==> src/rtl/interrupt_arbiter.sv <==
// -----------------------------------------------------------------------------
// interrupt_arbiter
//
// Collects completion events from four peripheral "done" lines and keeps each
// one pending until it is serviced. Pending events are filtered by a
// software-written enable mask. A round-robin search picks one winner, which is
// presented to the processor as a single interrupt request with its vector
// address. No new request is issued until the handler returns through JEPC.
//
// Parameters:
//   VEC_BASE    vector address of source 0
//   VEC_STRIDE  address distance between consecutive source vectors
//
// Ports:
//   clk        in   1   system clock, rising edge
//   reset      in   1   synchronous, active-high reset
//   done       in   4   completion levels from sources 0..3 (edge-detected)
//   mask_we    in   1   enable-mask write strobe
//   mask_wd    in   4   new enable mask (bit i enables source i)
//   int_ack    in   1   processor has taken the interrupt (EPC written)
//   iret       in   1   processor executed JEPC
//   interrupt  out  1   request to the processor's interrupt encoder
//   int_addr   out  32  handler vector of the current winner
//   src_id     out  2   index of the current or most recent winner
//   busy       out  1   handler in service
//   pending    out  4   raw pending flags, for diagnosis
// -----------------------------------------------------------------------------
module interrupt_arbiter #(
  parameter logic [31:0] VEC_BASE   = 32'h0000_0100,
  parameter logic [31:0] VEC_STRIDE = 32'h0000_0010
) (
  input  logic        clk,
  input  logic        reset,
  input  logic [3:0]  done,
  input  logic        mask_we,
  input  logic [3:0]  mask_wd,
  input  logic        int_ack,
  input  logic        iret,
  output logic        interrupt,
  output logic [31:0] int_addr,
  output logic [1:0]  src_id,
  output logic        busy,
  output logic [3:0]  pending
);

  typedef enum logic [1:0] {
    IDLE = 2'd0,
    REQ  = 2'd1,
    SVC  = 2'd2
  } state_t;

  state_t      state;
  logic [3:0]  done_q;
  logic [3:0]  mask;
  logic [1:0]  rr_ptr;

  logic [3:0]  rise;
  logic [3:0]  eligible;
  logic [3:0]  clr;
  logic [1:0]  winner;
  logic        win_valid;
  logic [31:0] win_addr;

  assign rise     = done & ~done_q;
  assign eligible = pending & mask;

  // Search upward from rr_ptr; the 2-bit index sum wraps mod 4 on its own.
  // NOTE: every variable written here gets a default first, otherwise paths
  // that skip an assignment would infer a latch.
  always_comb begin
    winner    = '0;
    win_valid = 1'b0;
    for (int i = 0; i < 4; i++) begin
      if (!win_valid && eligible[rr_ptr + 2'(i)]) begin
        winner    = rr_ptr + 2'(i);
        win_valid = 1'b1;
      end
    end
  end

  assign win_addr = VEC_BASE + (32'(winner) * VEC_STRIDE);

  // The acknowledged source is cleared only while a request is outstanding.
  assign clr = (state == REQ && int_ack) ? (4'b0001 << src_id) : 4'b0000;

  // NOTE: state is updated with non-blocking assignments so every register
  // sees the pre-edge values of the others, matching real flip-flops.
  always_ff @(posedge clk) begin
    if (reset) begin
      state     <= IDLE;
      done_q    <= '0;
      pending   <= '0;
      mask      <= 4'hF;
      rr_ptr    <= '0;
      interrupt <= 1'b0;
      int_addr  <= '0;
      src_id    <= '0;
      busy      <= 1'b0;
    end else begin
      done_q <= done;
      // Clear before set: a new edge on the bit being acknowledged survives.
      pending <= (pending & ~clr) | rise;
      if (mask_we) mask <= mask_wd;

      case (state)
        IDLE: begin
          if (win_valid) begin
            src_id    <= winner;
            int_addr  <= win_addr;
            interrupt <= 1'b1;
            state     <= REQ;
          end
        end
        REQ: begin
          // Committed request: mask changes and new edges do not disturb it.
          if (int_ack) begin
            interrupt <= 1'b0;
            busy      <= 1'b1;
            state     <= SVC;
          end
        end
        SVC: begin
          if (iret) begin
            busy   <= 1'b0;
            rr_ptr <= src_id + 2'd1;
            state  <= IDLE;
          end
        end
        default: begin
          state     <= IDLE;
          interrupt <= 1'b0;
          busy      <= 1'b0;
        end
      endcase
    end
  end

endmodule

==> config.mk <==
export PLATFORM = sky130hd
export DESIGN_NAME = interrupt_arbiter
export DESIGN_NICKNAME = d
export VERILOG_FILES = /design/src/rtl/interrupt_arbiter.sv
export SDC_FILE = /design/constraint.sdc
export NUM_CORES = 1
export LEC_CHECK = 0
export ABC_AREA = 1
export BUFFER_PORTS_ARGS = -buffer_cell sky130_fd_sc_hd__buf_2
export CAP_MARGIN = 30
export CORE_UTILIZATION = 43
export DETAILED_ROUTE_END_ITERATION = 8
export GPL_ROUTABILITY_DRIVEN = 0
export HOLD_SLACK_MARGIN = 0.15
export PLACE_DENSITY_LB_ADDON = 0.2
export REMOVE_ABC_BUFFERS = 1
export SYNTH_ARGS = -nofsm -noshare
export SYNTH_HDL_FRONTEND = slang
export SYNTH_SLANG_ARGS = --single-unit
==> constraint.sdc <==
create_clock -name clk -period 1.3 [get_ports clk]
set_input_delay 0.195 -clock clk [delete_from_list [all_inputs] [get_ports clk]]
set_output_delay 0.195 -clock clk [all_outputs]
set_load 0.01 [all_outputs]
==> out/results.tsv, run 1 <==
metric	value	unit
top cells by count, synth	nand2_1 (41), buf_4 (31), dfxtp_1 (21)	
DP HPWL	1.90	mm
Clock power frac	17.8	%
die height	58.0	um
TritonCTS clock tree	done	
Final WS setup	-108	ps
final cycle utilization of the critical path	108	%
drt drc	4	
top cells by area, synth	dfxtp_1 (31%), buf_4 (17%), nand2_1 (11%)	
FMAX	710	MHz
antenna violations before repair	0	
Async SR Flop Fraction	0	%
input/output buffers	23	
DR pass1 iterations	9	
Worst VDD drop	575	uV
Critical Path Sink Type	flop	
Yosys reg bits	21	
max_cap viols	0	
most common cell in the netlist	nand2_1	
CTS sink count	21	
DR vias/cell	4.77	
Synth Cell Area	1350	um^2
RSZ-0062 raised after global routing	yes	
Arr. time, crit path	1630	ps
YS warnings	0	
Nets	254	
Core Area	2850	um^2
Int Pwr	1120	uW
critical path type	flop to flop	
Post-synth EDFFs	0	
post-synth top area share	31.1	%
DR iter-0 viols	31	
PD cells	1050	nW/um^2
combinational power share	38.4	%
crit start category	flop	
Critical Path RT	1520	ps
H-tree depth	1	
ANT nets after route	0	
Routed WL	2.88	mm
first-pass GRT wire length	4.38	mm
root buffer cell	clkbuf_4	
Sw Share	38.0	%
post-synthesis sequential area ratio	31.1	%
largest net degree at the start of global routing	14	
CTS Buf Count	3	
Syn-to-layout area delta	27.2	%
clk slew on worst S/H paths	120	ps
I/O pin cnt	53	
Die W	58.0	um
Most used DFF post-synth	dfxtp_1	
DR WL/cell	10.8	um
pre-CTS setup slack	-91.1	ps
Synth area leader	dfxtp_1	
clk_lat worst skew	310	ps
Via Count	1273	
row count	19	
status	complete, but fails checks	
violated checks	design-rule violations, negative setup slack	
Power Total	1800	uW
CP Max Fanout	5	
Leak	0.000863	uW
share of cells above drive strength 1	33.9	%
GRT Overall Usage	17.0	%
CTS max path bufs	2	
worst hold path class	input pin to flop	
worst clock skew	3.48	ps
aggregate global routing overflow	0	
Slew Viols, Final	0	
Cells after Synth	190	
Inserted Diodes	0	
vias in the first global route	1076	
Syn Area/Cell	7.11	um^2
Netlist cell types	25	
Tmin final	1410	ps
final setup fails	4	
Fin. Hold Viols	0	
sw power	684	uW
Die ar.	3370	um^2
sequential power share	43.8	%
initial core utilization	47.3	%
[cells in the final DEF (no fill, tap or decap), types with 7 or more instances in the layout]
master,n
nand3_1,10
a21oi_1,10
inv_1,12
nand3_2,7
dlygate4sd3_1,10
dfxtp_1,16
buf_2,23
conb_1,29
nand2_2,9
buf_4,12
nor2_1,17
nand2_1,37
[power by group through the flow]
stage,clock network [uW],registers [uW],logic [uW]
after floorplan,0,818,361
after global placement,0,795,557
after detailed placement,0,795,564
after CTS,334,784,624
after global routing,356,800,766
final,321,789,692
[per-stage QoR]
stage | area, um^2 | instances | hold slack [ps] | setup TNS, ps | util [%]
after CTS | 1640 | 264 | 179 | -168 | 57.3
after floorplan | 1210 | 185 | 264 | -645 | -
after detailed placement | 1430 | 248 | 413 | -170 | 50.1
after global routing | 1720 | 267 | 173 | -722 | 60.2
final | 1720 | 267 | 141 | -271 | 60.2
after global placement | 1430 | 248 | 401 | -168 | 50.1
[critical path, stage by stage (launching register included)]
cell and delay (ps):
dfxtp_4 400, buf_6 130, nand3_2 70, nand2_2 120
nand2_2 80, nand2_4 80, nand4_1 120, nand3_1 120
nand2_1 60, nor2_2 110, nor2_1 40
[registers in the layout, indices dropped and copies added (netlist names)]
signal / count
busy: 1
done_q: 4
int_addr: 2
interrupt: 1
mask: 4
pending: 4
rr_ptr: 2
src_id: 1
state: 2
[metal layers]
| metal | wire (um) | vias up | track usage, % | part of all wire (%) |
|---|---|---|---|---|
| li1 | - | 639 | - | - |
| met4 | 44 | 0 | 7.48 | 1.5 |
| met1 | 1290 | 582 | 19.8 | 45 |
| met3 | 106 | 5 | 2.90 | 3.7 |
| met5 | 0 | - | 0 | 0 |
| met2 | 1440 | 47 | 30.5 | 50 |
[worst paths after layout]
path         cells after the start                     end                   start  slack, ps
max                             10  src_id[0]$_SDFFE_PP0P_  rr_ptr[0]$_SDFFE_PP0P_       -110
min                              3    mask[0]$_SDFFE_PP1P_                 mask_we        140
max reg2reg                     10  src_id[0]$_SDFFE_PP0P_  rr_ptr[0]$_SDFFE_PP0P_       -110
min reg2reg                      2       busy$_SDFFE_PP0P_       busy$_SDFFE_PP0P_        470
[what timing repair did]
action                                  4_1_cts  5_1_grt
resized for setup                            16       19
pin swaps                                    11        9
endpoints found under the setup margin        5        7
hold endpoints to repair                      8        1
setup buffers                                 1        4
hold buffers                                 11        1
[layout make-up]
type                            instances  area (um^2)
Clock buffer                            3         22.5
Multi-Input combinational cell        150          830
Sequential cell                        21          432
Inverter                               14         62.6
Timing Repair Buffer                   47          328
Clock inverter                          1         5.00
Tap cell                               31         38.8
Fill cell                             254         1130
[logic make-up after synthesis]
| group | count (synthesis) | synth area share [%] |
|---|---|---|
| buffers and inverters | 47 | 22.2 |
| adders and majority gates | 4 | 3.71 |
| DFF | 21 | 31.1 |
| other | 1 | 0.278 |
| AOI/OAI and AO/OA | 19 | 7.41 |
| and+or+nand+nor | 98 | 35.2 |
Power figures use the tool's default switching activity.
==> inputs of run 2 (changes only) <==
--- a/config.mk
+++ b/config.mk
@@ -6,10 +6,10 @@
 export NUM_CORES = 1
 export LEC_CHECK = 0
 export ABC_AREA = 1
-export BUFFER_PORTS_ARGS = -buffer_cell sky130_fd_sc_hd__buf_2
-export CAP_MARGIN = 30
-export CORE_UTILIZATION = 43
+export CAP_MARGIN = 10
+export CORE_UTILIZATION = 56
 export DETAILED_ROUTE_END_ITERATION = 8
+export DONT_BUFFER_PORTS = 1
 export GPL_ROUTABILITY_DRIVEN = 0
 export HOLD_SLACK_MARGIN = 0.15
 export PLACE_DENSITY_LB_ADDON = 0.2
==> out/results.tsv, run 2 (synthesis gave the netlist of run 1 again) <==
metric	value	unit	change
aggregate global routing overflow	0		unchanged
Post-Place Cells	228		was 248
final std cell area, no fill	1720	um^2	unchanged
worst clock skew	5.60	ps	was 3.48 ps
row count	17		was 19
PD cells	1050	nW/um^2	about the same
Nets	241		was 254
root buffer cell	clkbuf_4		unchanged
ANT nets after route	0		unchanged
Core Area	2230	um^2	was 2850 um^2
Die ar.	2610	um^2	was 3370 um^2
die height	51.1	um	was 58.0 um
Post-Layout Cell Count	251		was 267
max_cap viols	0		unchanged
max incr delay on CP	420	ps	was 400 ps
Worst VDD drop	869	uV	was 575 uV
crit start category	flop		unchanged
crit-path most repeated cell	nand2_1		was nand2_2
vias in the first global route	1016		was 1076
clk slew on worst S/H paths	110	ps	was 120 ps
largest net degree at the start of global routing	15		was 14
Tmin final	1450	ps	was 1410 ps
Critical Path Sink Type	flop		unchanged
Critical Path RT	1510	ps	was 1520 ps
DR vias/cell	5.05		was 4.77
crit path from	rr_ptr[1]$_SDFFE_PP0P_		was rr_ptr[0]$_SDFFE_PP0P_
CTS max path bufs	2		unchanged
violated checks	negative setup slack		was design-rule violations, negative setup slack
DR WL/cell	12.5	um	was 10.8 um
CP Max Fanout	6		was 5
drt drc	0		was 4
r2r startpoint	rr_ptr[1]$_SDFFE_PP0P_		was rr_ptr[0]$_SDFFE_PP0P_
CTS Buf Count	3		unchanged
critical path type	flop to flop		unchanged
Die W	51.1	um	was 58.0 um
r2r worst-path depth	10		unchanged
r2r setup slk	-150	ps	was -110 ps
biggest regs	done_q: 4 flops, mask: 4 flops, pending: 4 flops		unchanged
Final WS setup	-146	ps	was -108 ps
commonest non-fill, non-tap cell in the layout	nand2_1		unchanged
input/output buffers	0		was 23
end point of the critical path	int_addr[5]$_SDFFE_PP0P_		was src_id[0]$_SDFFE_PP0P_
antenna violations before repair	0		unchanged
CTS sink count	21		unchanged
Leak	0.000847	uW	was 0.000863 uW
FMAX	692	MHz	was 710 MHz
initial core utilization	60.4	%	was 47.3%
Slew Viols, Final	0		unchanged
dpl cell area	1360	um^2	was 1430 um^2
Crit-path slowest cell	dfxtp_4		unchanged
TritonCTS clock tree	done		unchanged
status	complete, but fails checks		unchanged
share of cells above drive strength 1	27.4	%	was 33.9%
clk_lat worst skew	310	ps	about the same
Fin. Hold Viols	0		unchanged
DP HPWL	1.86	mm	was 1.90 mm
R2R Path End	int_addr[5]$_SDFFE_PP0P_		was src_id[0]$_SDFFE_PP0P_
Syn-to-layout area delta	27.2	%	unchanged
commonest non-fill, non-tap cells in the layout	nand2_1 (36), conb_1 (29), nor2_1 (18), dfxtp_1 (18), buf_4 (16)		was nand2_1 (37), conb_1 (29), buf_2 (23)
Via Count	1267		was 1273
final setup fails	5		was 4
Inserted Diodes	0		unchanged
final cycle utilization of the critical path	111	%	was 108%
first-pass GRT wire length	4.09	mm	was 4.38 mm
Arr. time, crit path	1660	ps	was 1630 ps
DR iter-0 viols	41		was 31
Routed WL	3.13	mm	was 2.88 mm
RSZ-0062 raised after global routing	yes		unchanged
CP cell instances	inv_4 -> nand2_1 -> nand2_4 -> nand2_2 -> nand2_2 -> buf_4 -> o21ai_4 -> nand2_1 -> nand2_1 -> nor2_2		was buf_6 -> nand3_2 -> nand2_2 -> nand2_2 -> nand2_4 -> nand4_1 -> nand3_1 -> nand2_1 -> nor2_2 -> nor2_1
worst hold path class	input pin to flop		unchanged
I/O pin cnt	53		unchanged
GRT Overall Usage	20.7	%	was 17.0%
H-tree depth	1		unchanged
DR pass1 iterations	5		was 9
-- run 2: worst min path at each step --
stage | from | end | slack [ps] | cells after the start
after CTS | reset | pending[1]$_SDFF_PP0_ | -60 | 1
after floorplan | reset | busy$_SDFFE_PP0P_ | 260 | 1
final | done[2] | pending[2]$_SDFF_PP0_ | 120 | 4
after global routing | done[1] | pending[1]$_SDFF_PP0_ | 160 | 4
after global placement | reset | state[0]$_SDFFE_PP0P_ | 270 | 1
after detailed placement | reset | state[0]$_SDFFE_PP0P_ | 270 | 1
-- run 2: repair_timing --
| action | CTS | global route |
|---|---|---|
| endpoints found under the setup margin | 5 | 6 |
| hold endpoints to repair | 19 | 13 |
| pin swaps | 4 | 4 |
| resized for setup | 14 | 24 |
| hold buffers | 11 | 3 |
| buffers inserted | 2 | 3 |
-- run 2: stage by stage --
stage                     hold WS [ps]  utilization [%]  worst slack [ps]  power [uW]  setup TNS, ps
final                              125             76.9              -146        1800           -604
after global routing               156             76.9              -199        1890           -857
after global placement             266             60.7             -87.9        1310           -151
after CTS                        -63.6             70.1             -82.9        1690           -184
after floorplan                    264                -              -173        1180           -645
after detailed placement           268             60.7              -106        1320           -252
-- run 2: power breakdown --
part	internal [uW]	total (uW)	switching, uW
Sequential	714	788	74.1
Clock	115	310	195
Combinational	286	703	416
Total	1110	1800	686
-- run 2: layout make-up --
class | instances | area, um^2
sequential | 21 | 429
timing repair buffer | 34 | 317
multi-input combinational | 150 | 850
inverter | 14 | 60.1
fill | 174 | 515
clock inverter | 1 | 5.00
clock buffer | 3 | 22.5
tap | 28 | 35.0
-- run 2: critical path, delay by kind of cell (launching register included) --
kind | cells | cell delay [ps]
AO/OA/AOI/OAI | 1 | 160
buffers and inverters | 2 | 220
flip-flops | 1 | 420
AND/OR/NAND/NOR | 7 | 540
-- run 2: layer usage --
metal / up-vias / share of wire, % / track usage (%) / routed length [um]
met3: 9 / 6.4 / 2.08 / 202
met5: - / 0 / 0 / 0
met4: 0 / 2.6 / 6.94 / 80
met2: 65 / 55 / 38.4 / 1710
li1: 611 / - / - / -
met1: 582 / 36 / 24.5 / 1130
